<file path="config.mk">
export PLATFORM = sky130hd
export DESIGN_NAME = decode_stage_fwd
export DESIGN_NICKNAME = d
export VERILOG_FILES = /design/src/rtl/rv_decode_pkg.sv /design/src/rtl/rv_imm_gen.sv /design/src/rtl/decode_stage_fwd.sv
export SDC_FILE = /design/constraint.sdc
export NUM_CORES = 1
export LEC_CHECK = 0
export CAP_MARGIN = 20
export CORE_AREA = 4 4 285 287
export DETAILED_ROUTE_END_ITERATION = 7
export DIE_AREA = 0 0 289 291
export PLACE_DENSITY = 0.46
export SETUP_SLACK_MARGIN = 0.02
export SLEW_MARGIN = 20
export SYNTH_ARGS = -nofsm -noshare
export SYNTH_HDL_FRONTEND = slang
export SYNTH_SLANG_ARGS = --single-unit
</file>
<file path="constraint.sdc">
create_clock -name CLK -period 12.03 [get_ports CLK]
set_input_delay 2.406 -clock CLK [delete_from_list [all_inputs] [get_ports CLK]]
set_output_delay 2.406 -clock CLK [all_outputs]
set_load 0.05 [all_outputs]
</file>
<file path="src/rtl/rv_decode_pkg.sv">
// Shared RV64I decode constants: major opcodes, ECALL encoding, decode FSM states.
// Latency: none (declarations only).
// Backpressure: not applicable.
package rv_decode_pkg;

   localparam logic [6:0] LOAD     = 7'b0000011;
   localparam logic [6:0] STORE    = 7'b0100011;
   localparam logic [6:0] BRANCH   = 7'b1100011;
   localparam logic [6:0] JAL      = 7'b1101111;
   localparam logic [6:0] JALR     = 7'b1100111;
   localparam logic [6:0] OP_IMM   = 7'b0010011;
   localparam logic [6:0] OP_IMM32 = 7'b0011011;
   localparam logic [6:0] OP       = 7'b0110011;
   localparam logic [6:0] OP32     = 7'b0111011;
   localparam logic [6:0] LUI      = 7'b0110111;
   localparam logic [6:0] AUIPC    = 7'b0010111;
   localparam logic [6:0] SYSTEM   = 7'b1110011;

   localparam logic [31:0] ECALL = 32'h0000_0073;

   // RUN must stay at zero: it is the reset state of the decode FSM
   typedef enum logic [0:0] {
      RUN     = 1'b0,
      BR_WAIT = 1'b1
   } dec_state_t;

endpackage

</file>
<file path="src/rtl/rv_imm_gen.sv">
// Immediate generator for every RV64I format, sign-extended to XLEN.
// Latency: purely combinational.
// Backpressure: none; output follows ir directly.
module rv_imm_gen
   import rv_decode_pkg::*;
#(
   parameter int XLEN = 64
)(
   input  logic [31:0]     ir,
   output logic [XLEN-1:0] imm
);

   logic [6:0]  opc;
   logic        is_shift;
   logic [63:0] imm64;
   logic [63:0] imm_i;

   assign opc      = ir[6:0];
   // SLLI/SRLI/SRAI (funct3 001/101) carry a shift amount, not a signed immediate
   assign is_shift = (ir[13:12] == 2'b01);
   assign imm_i    = {{52{ir[31]}}, ir[31:20]};

   // Format select; unknown opcodes give zero so nothing stale leaks through
   always_comb begin
      imm64 = '0;
      case (opc)
         LOAD, JALR: imm64 = imm_i;
         OP_IMM:     imm64 = is_shift ? {58'd0, ir[25:20]} : imm_i;
         OP_IMM32:   imm64 = is_shift ? {59'd0, ir[24:20]} : imm_i;
         STORE:      imm64 = {{52{ir[31]}}, ir[31:25], ir[11:7]};
         BRANCH:     imm64 = {{52{ir[31]}}, ir[7], ir[30:25], ir[11:8], 1'b0};
         LUI, AUIPC: imm64 = {{32{ir[31]}}, ir[31:12], 12'd0};
         JAL:        imm64 = {{44{ir[31]}}, ir[19:12], ir[20], ir[30:21], 1'b0};
         default:    imm64 = '0;
      endcase
   end

   assign imm = imm64[XLEN-1:0];

endmodule

</file>
<file path="src/rtl/decode_stage_fwd.sv">
// Decode stage: immediate gen, N-source operand forwarding, load-use interlock, branch shadow.
// Latency: accepted instruction appears on exe_* one cycle later.
// Backpressure: de_ready drops on exe_ready low, pending-load hazard, branch shadow or flush.
module decode_stage_fwd
   import rv_decode_pkg::*;
#(
   parameter int XLEN        = 64,
   parameter int NFWD        = 3,
   parameter int BR_MAX_WAIT = 15
)(
   input  logic                 CLK,
   input  logic                 reset,
   input  logic                 de_v,
   input  logic [31:0]          de_ir,
   input  logic [XLEN-1:0]      de_npc,
   output logic                 de_ready,
   input  logic [XLEN-1:0]      rf_rs1_data,
   input  logic [XLEN-1:0]      rf_rs2_data,
   input  logic [NFWD-1:0]      fwd_v,
   input  logic [5*NFWD-1:0]    fwd_rd,
   input  logic [XLEN*NFWD-1:0] fwd_data,
   input  logic [NFWD-1:0]      fwd_pending,
   input  logic                 exe_ready,
   input  logic                 flush,
   input  logic                 br_resolve,
   output logic                 exe_v,
   output logic [31:0]          exe_ir,
   output logic [XLEN-1:0]      exe_npc,
   output logic [XLEN-1:0]      exe_op1,
   output logic [XLEN-1:0]      exe_op2,
   output logic [XLEN-1:0]      exe_rs2,
   output logic                 exe_ecall,
   output logic                 br_timeout
);

   localparam int CW = $clog2(BR_MAX_WAIT + 1);
   localparam logic [CW-1:0] CNT_MAX = CW'(BR_MAX_WAIT);

   logic [6:0]      opc;
   logic [4:0]      rs1;
   logic [4:0]      rs2;
   logic            csr_imm;
   logic            rs1_used;
   logic            rs2_used;
   logic            is_ctrl;
   logic [XLEN-1:0] imm;

   assign opc      = de_ir[6:0];
   assign rs1      = de_ir[19:15];
   assign rs2      = de_ir[24:20];
   assign csr_imm  = (opc == SYSTEM) && de_ir[14];
   // CSR*I reuses the rs1 field as an immediate, so it must not raise a hazard
   assign rs1_used = !((opc == LUI) || (opc == AUIPC) || (opc == JAL) || csr_imm);
   assign rs2_used = (opc == OP) || (opc == OP32) || (opc == STORE) || (opc == BRANCH);
   assign is_ctrl  = (opc == BRANCH) || (opc == JAL) || (opc == JALR);

   rv_imm_gen #(.XLEN(XLEN)) u_imm (
      .ir  (de_ir),
      .imm (imm)
   );

   // Per-source match vectors; x0 never matches
   logic [NFWD-1:0] m1;
   logic [NFWD-1:0] m2;

   for (genvar g = 0; g < NFWD; g++) begin : g_match
      assign m1[g] = fwd_v[g] && (fwd_rd[5*g +: 5] == rs1) && (rs1 != 5'd0);
      assign m2[g] = fwd_v[g] && (fwd_rd[5*g +: 5] == rs2) && (rs2 != 5'd0);
   end

   logic [XLEN-1:0] rs1_fwd;
   logic [XLEN-1:0] rs2_fwd;
   logic            rs1_pend;
   logic            rs2_pend;

   // Priority select: walk from oldest to youngest so the lowest matching index wins
   always_comb begin
      rs1_fwd  = rf_rs1_data;
      rs2_fwd  = rf_rs2_data;
      rs1_pend = 1'b0;
      rs2_pend = 1'b0;
      for (int i = NFWD - 1; i >= 0; i--) begin
         if (m1[i]) begin
            rs1_fwd  = fwd_data[XLEN*i +: XLEN];
            rs1_pend = fwd_pending[i];
         end
         if (m2[i]) begin
            rs2_fwd  = fwd_data[XLEN*i +: XLEN];
            rs2_pend = fwd_pending[i];
         end
      end
   end

   logic [XLEN-1:0] rs1_val;
   logic [XLEN-1:0] rs2_val;
   logic [XLEN-1:0] op1;
   logic [XLEN-1:0] op2;
   logic            hz;

   assign rs1_val = (rs1 == 5'd0) ? '0 : rs1_fwd;
   assign rs2_val = (rs2 == 5'd0) ? '0 : rs2_fwd;
   assign op1     = csr_imm ? XLEN'(rs1) : rs1_val;
   assign op2     = opc[5] ? rs2_val : imm;
   assign hz      = (rs1_used && rs1_pend) || (rs2_used && rs2_pend);

   dec_state_t    state;
   dec_state_t    state_nxt;
   logic [CW-1:0] cnt;
   logic [CW-1:0] cnt_nxt;
   logic          live;
   logic          take;

   // live holds decode off until the first clock after reset is released
   always_ff @(posedge CLK or posedge reset) begin
      if (reset) begin
         state <= RUN;
         cnt   <= '0;
         live  <= 1'b0;
      end else begin
         state <= state_nxt;
         cnt   <= cnt_nxt;
         live  <= 1'b1;
      end
   end

   // Next state, wait counter and acceptance; flush overrides everything
   always_comb begin
      state_nxt = state;
      cnt_nxt   = cnt;
      de_ready  = 1'b0;
      take      = 1'b0;
      if (flush) begin
         state_nxt = RUN;
         cnt_nxt   = '0;
      end else begin
         case (state)
            RUN: begin
               de_ready = live && exe_ready && !hz;
               take     = de_ready && de_v;
               if (take && is_ctrl) begin
                  state_nxt = BR_WAIT;
               end
            end
            BR_WAIT: begin
               if (br_resolve) begin
                  state_nxt = RUN;
                  cnt_nxt   = '0;
               end else if (exe_ready && (cnt != CNT_MAX)) begin
                  cnt_nxt = cnt + 1'b1;
               end
            end
            default: begin
               state_nxt = RUN;
               cnt_nxt   = '0;
            end
         endcase
      end
   end

   assign br_timeout = (cnt == CNT_MAX);

   // EXE latch: load on accept, bubble whenever EXE advances without one, hold on stall
   always_ff @(posedge CLK or posedge reset) begin
      if (reset) begin
         exe_v     <= 1'b0;
         exe_ir    <= '0;
         exe_npc   <= '0;
         exe_op1   <= '0;
         exe_op2   <= '0;
         exe_rs2   <= '0;
         exe_ecall <= 1'b0;
      end else if (flush) begin
         exe_v <= 1'b0;
      end else if (exe_ready) begin
         exe_v <= take;
         if (take) begin
            exe_ir    <= de_ir;
            exe_npc   <= de_npc;
            exe_op1   <= op1;
            exe_op2   <= op2;
            exe_rs2   <= rs2_val;
            exe_ecall <= (de_ir == ECALL);
         end
      end
   end

endmodule
</file>
==> flow_metrics.py, run 1 <==
metrics = {
    "run_status": {
        "status": "finished, final reports clean",
    },
    "route": {
        "wl_per_cell_um": 28.3,
        "routed_wl_mm": 101,
        "drt-initial-drc-count": 1354,
        "vias": 18000,
        "ant_nets": 0,
        "drc": 0,
        "drt-vias-per-instance": 5.06,
        "first_pass_iters": 7,
    },
    "synthesis": {
        "synthTopCellsByCount": "dfrtp_1, nand2_1, mux2_4",
        "synthArstFlopShare_pct": 100,
        "synth.mux.area_fraction_pct": 22.2,
        "synth_compound_area_share_pct": 19.0,
        "netlist_area_um2": 18300,
        "synth_area_leaders": "dfrtp_1, mux2_4, a21oi_1",
        "netlist-cell-type-count": 63,
        "synthMostInstantiatedCell": "dfrtp_1",
        "synth-xor-area-share_pct": 1.53,
        "yosysWarnings": 0,
        "syn-instance-count": 1824,
        "synth-simple-area-share_pct": 11.1,
        "synthAdderAreaFrac_pct": 0.0683,
        "synth_top_cell_by_area": "dfrtp_1",
        "synth_edf_count": 0,
        "syn-num-nets": 2268,
        "avgSynthCellArea_um2": 10.0,
        "ys.flop_type": "dfrtp_1",
        "synth_top_family_by_area": "multiplexers",
        "synth_top_area_share_pct": 40.4,
        "synth-seq-cells": 296,
        "ys_seq_area_share_pct": 40.4,
    },
    "placed_design": {
        "port_buffers": 734,
        "dpl_cell_area_um2": 26400,
        "dp_hpwl_mm": 72.5,
        "gp_congestion": 0.939,
        "pre_cts_slack_ns": 2.66,
        "dp_cells": 3468,
    },
    "sta": {
        "min_period_over_period_pct": 77.8,
        "final.setup.worst_slack_ns": 2.67,
        "fin_skew_ns": 0.0113,
        "slew-limit-headroom_pct": 21.0,
        "fin_setup_tns_ns": 0,
        "drv_slew": 0,
        "finalSetupViolCount": 0,
        "fmax_ghz": 0.107,
        "hold_violations": 0,
        "rsz0062_at_grt": "no",
        "fin_hold_ws_ns": 0.487,
        "tightest_slew_ns": 1.19,
        "min_period_ns": 9.36,
    },
    "die": {
        "ios": 735,
        "fp.dieH_um": 291,
        "coreArea_um2": 78600,
        "die_x_um": 289,
        "placementRows": 103,
        "die_area_um2": 84100,
        "start_util_pct": 23.3,
    },
    "setup_path": {
        "required_ns": 9.62,
        "path_max_fanout": 50,
        "path_class": "in2out",
        "crit_path_start_kind": "input port",
        "cp-end-kind": "output pin",
        "critPathArrivalTime_ns": 6.96,
    },
    "layout": {
        "nFillCells": 8004,
        "seq_area_um2": 7410,
        "nets": 2906,
        "multi_input_area_um2": 9970,
        "finish.instance_area_um2": 27800,
        "drive_gt1_share_pct": 16.3,
        "finalNonFillerCells": 3555,
        "area_delta_synth_final_pct": 51.9,
    },
    "grt": {
        "overflow": 0,
        "track_usage_pct": 22.8,
        "grt_max_degree": 133,
        "first_global_vias": 18900,
        "grt_pass1_wl_mm": 141,
        "antenna_found_initial": 20,
    },
    "clocking": {
        "htreeDepth": 2,
        "root_buffer": "clkbuf_16",
        "cts_buffers": 42,
        "cts_setup_buffers": 0,
        "cts.sinks": 296,
        "cts_tree": "done",
        "path_clk_slew_ns": 0.05,
        "cts_buffer_depth": 3,
        "cts_resized": 0,
        "worstSkewPairLatency_ns": 0.56,
        "cts_hold_buf": 0,
    },
    "power": {
        "power_density_nw_per_um2": 173,
        "p_leak_nw": 11.6,
        "irDropWorstVdd_mv": 0.124,
    },
    "flow_run": {
        "cap_violations": 0,
    },
    "hold_path": {
        "worstHoldPathType": "reg2reg",
    },
}
[layout make-up]
class                   count  area share, %
well taps                1050           4.72
flip-flops and latches    296           26.6
clock buffers              61           4.36
inverters                  52          0.729
diodes                     13          0.117
multi-input cells        1310           35.8
clock inverters            13          0.436
repair buffers            760           27.2
[final timing paths]
check | from | depth (start not counted) | slack [ns] | endpoint
min in group asynchronous | reset | 2 | 2.39 | exe_npc[23]
worst max register to register | state | 4 | 9.09 | exe_op2[51]
worst max-delay path | de_ir[20] | 8 | 2.67 | de_ready
worst min register to register | exe_v | 2 | 0.49 | exe_v
worst min-delay path | exe_v | 2 | 0.49 | exe_v
max in group asynchronous | reset | 3 | 8.19 | exe_ir[11]
[worst max-delay path, cell delays in order]
cell and delay (ns):
clkdlybuf4s50_1 0.82, xnor2_1 0.17, and2_2 0.79, nand3_4 0.80
o2111ai_1 0.54, a31o_1 0.22, and4_1 0.20, clkdlybuf4s50_1 0.84
[metal layers]
layer | vias up | GRT usage (%) | share of wire [%]
met5 | - | 0 | 0.091
met4 | 16 | 7.66 | 3.1
met3 | 158 | 6.18 | 8.4
met2 | 886 | 39.5 | 49
met1 | 9021 | 27.2 | 39
li1 | 7904 | - | -
[cell usage in the layout (no fill, tap or decap), drive strengths merged, types with 42 or more instances in the layout]
cell	n
a21oi	178
clkbuf	61
clkdlybuf4s50	733
dfrtp	296
inv	52
mux2	249
mux2i	54
nand2	193
nand3	42
nor2	64
o21ai	152
[per-stage QoR]
step / total power, W / util, %
after detailed placement: 0.00361 / 33.6
after global routing: 0.00501 / 35.4
after floorplan: 0.00270 / -
after CTS: 0.00489 / 35.3
after global placement: 0.00361 / 33.6
final: 0.00482 / 35.4
[report_power, final]
| part | internal [W] | leakage [nW] | switching [W] | total (W) |
|---|---|---|---|---|
| clock network | 0.000722 | 0.653 | 0.000507 | 0.00123 |
| logic | 0.000850 | 7.31 | 0.00136 | 0.00221 |
| registers | 0.00124 | 3.61 | 0.000145 | 0.00138 |
| total | 0.00281 | 11.6 | 0.00201 | 0.00482 |
[kinds of logic after synthesis]
logic type,after synthesis
AOI/OAI and AO/OA,542
xor gates and xnor gates,32
adders and majority gates,1
buffers and inverters,218
DFF,296
muxes,303
other,1
and+or+nand+nor,431
[flip-flops by register name (all words and copies together) (netlist names), 4 cells and up]
name / flops
exe_npc: 64
exe_op1: 64
exe_op2: 64
exe_rs2: 64
exe_ir: 32
cnt: 4
Note: power is estimated with default switching activity, not from simulation.
==> inputs of run 2 (changes only) <==
==> constraint.sdc (replaced) <==
create_clock -name CLK -period 9.5 [get_ports CLK]
set_input_delay 1.9 -clock CLK [delete_from_list [all_inputs] [get_ports CLK]]
set_output_delay 1.9 -clock CLK [all_outputs]
set_load 0.05 [all_outputs]
==> run 2 against run 1 <==
  * Largest power group unchanged
  * Worst setup slack got worse by 1.4 ns
  * Combinational power grew 26%
  * Design area is 0.37% higher
  * Cell count barely moved
  * First-iteration DRC count is 10% lower
==> flow_metrics.py, run 2 (synthesis results as in run 1) <==
metrics = {
    "run_status": {
        "status": "finished, final reports clean",
    },
    "clocking": {
        "root_buffer": "clkbuf_16",
        "cts_resized": 0,
        "worstSkewPairLatency_ns": 0.56,
        "path_clk_slew_ns": 0.05,
        "cts_buffer_depth": 3,
        "cts_hold_buf": 0,
        "cts_tree": "done",
        "cts.sinks": 296,
        "cts_setup_buffers": 0,
        "htreeDepth": 2,
        "cts_buffers": 42,
    },
    "die": {
        "die_area_um2": 84100,
        "start_util_pct": 23.3,
        "coreArea_um2": 78600,
        "placementRows": 103,
        "die_x_um": 289,
        "ios": 735,
        "fp.dieH_um": 291,
    },
    "setup_path": {
        "cpMaxStageDelayCell": "nand3_4",
        "required_ns": 7.60,
        "r2r-end": "exe_npc[0]",
        "r2r.worst_path.cells": 4,
        "rr_startpoint": "state",
        "cpPeakStageDelay_ns": 0.88,
        "critPathArrivalTime_ns": 6.30,
        "path_max_fanout": 49,
        "path_cells": "clkdlybuf4s50_1 > or4_4 > nand2b_2 > nand3_4 > o2111ai_1 > a31o_1 > and4_1 > clkdlybuf4s50_1",
        "cp-end-kind": "output pin",
        "path_class": "in2out",
        "reg2reg_setup_slack_ns": 6.92,
        "crit_path_start_kind": "input port",
        "cpMostUsedCell": "clkdlybuf4s50_1",
    },
    "sta": {
        "fmax_ghz": 0.122,
        "hold_violations": 0,
        "tightest_slew_ns": 1.13,
        "min_period_ns": 8.20,
        "min_period_over_period_pct": 86.3,
        "slew-limit-headroom_pct": 24.7,
        "drv_slew": 0,
        "fin_setup_tns_ns": 0,
        "fin_skew_ns": 0.0198,
        "finalSetupViolCount": 0,
        "rsz0062_at_grt": "no",
    },
    "layout": {
        "area_delta_synth_final_pct": 52.4,
        "drive_gt1_share_pct": 16.6,
        "finalNonFillerCells": 3553,
        "final_common_cell": "clkdlybuf4s50_1",
        "nets": 2912,
        "mostFrequentLayoutCells": "clkdlybuf4s50_1, dfrtp_1, nand2_1",
        "nFillCells": 7943,
    },
    "placed_design": {
        "port_buffers": 734,
        "dp_hpwl_mm": 73.4,
        "gp_congestion": 0.897,
        "dp_cells": 3474,
    },
    "grt": {
        "first_global_vias": 19000,
        "antenna_found_initial": 19,
        "overflow": 0,
        "track_usage_pct": 22.9,
        "grt_max_degree": 145,
        "grt_pass1_wl_mm": 142,
    },
    "route": {
        "drt-vias-per-instance": 5.03,
        "wl_per_cell_um": 28.7,
        "vias": 17900,
        "first_pass_iters": 5,
        "routed_wl_mm": 102,
        "drt-initial-drc-count": 1219,
        "ant_nets": 0,
        "drc": 0,
    },
    "power": {
        "comb_power_share_pct": 45.1,
        "clock_power_share_pct": 26.4,
        "switching_power_w": 0.00254,
        "p_seq_share_pct": 28.5,
        "p_int_w": 0.00364,
        "switching_share_pct": 41.1,
        "p_leak_nw": 11.6,
        "power_density_nw_per_um2": 221,
        "irDropWorstVdd_mv": 0.108,
    },
    "hold_path": {
        "worstHoldPathType": "reg2reg",
        "min_from": "exe_v",
        "hold_depth": 2,
        "min_to": "exe_v",
    },
    "flow_run": {
        "cap_violations": 0,
    },
}
## run 2: changes by cell type in the layout (fill, tap and decap cells not counted), moves of 2 or more
| cell | delta |
|---|---|
| clkbuf_8 | +8 |
| clkbuf_1 | -7 |
| buf_4 | +6 |
| diode_2 | -6 |
| clkinv_8 | -2 |
## run 2: per-layer routing
| layer | vias up | global-route usage, % | share of wire, % |
|---|---|---|---|
| met4 | 20 | 7.93 | 3.4 |
| li1 | 7907 | - | - |
| met2 | 857 | 40.3 | 49 |
| met3 | 174 | 6.18 | 8.0 |
| met1 | 8916 | 26.8 | 39 |
| met5 | - | 0 | 0.11 |
## run 2: worst max-delay path by stage
stage,slack (ns),cells after the start,endpoint,from
global route,1.09,8,de_ready,de_ir[22]
global placement,1.24,8,de_ready,de_ir[22]
detailed placement,1.19,8,de_ready,de_ir[22]
floorplan,3.67,1,cnt[0],reset
CTS,1.20,8,de_ready,de_ir[22]
finish,1.30,8,de_ready,de_ir[22]
## run 2: final cells by class
| class | instances | area, um2 | share of cell area, % |
|---|---|---|---|
| Antenna cell | 7 | 17.5 | 0.0627 |
| Multi-Input combinational cell | 1310 | 9960 | 35.7 |
| Timing Repair Buffer | 766 | 7620 | 27.3 |
| Tap cell | 1050 | 1310 | 4.70 |
| Sequential cell | 296 | 7410 | 26.5 |
| Inverter | 52 | 199 | 0.712 |
| Clock buffer | 62 | 1300 | 4.65 |
| Clock inverter | 10 | 106 | 0.381 |
## run 2: per-stage QoR
| step | hold slack (ns) | utilization (%) | power, W | worst slack (ns) | instance area [um2] |
|---|---|---|---|---|---|
| finish | 0.480 | 35.5 | 0.00617 | 1.30 | 27900 |
| floorplan | 0.497 | - | 0.00342 | 3.67 | 18300 |
| global placement | 0.468 | 33.7 | 0.00457 | 1.24 | 26500 |
| CTS | 0.484 | 35.5 | 0.00625 | 1.20 | 27900 |
| global route | 0.507 | 35.5 | 0.00640 | 1.09 | 27900 |
| detailed placement | 0.472 | 33.7 | 0.00457 | 1.19 | 26500 |
## run 2: worst max-delay path, delay by kind of cell
| kind | cells | cell delay [ns] |
|---|---|---|
| compound gates | 2 | 0.70 |
| buf+inv | 2 | 1.59 |
| simple gates | 4 | 2.10 |
## run 2: power groups by stage
stage | Sequential [W] | Clock, W | Combinational, W
global placement | 0.00177 | 0 | 0.00280
detailed placement | 0.00177 | 0 | 0.00280
floorplan | 0.00283 | 0 | 0.000593
CTS | 0.00176 | 0.00167 | 0.00281
global route | 0.00180 | 0.00172 | 0.00288
finish | 0.00176 | 0.00163 | 0.00279
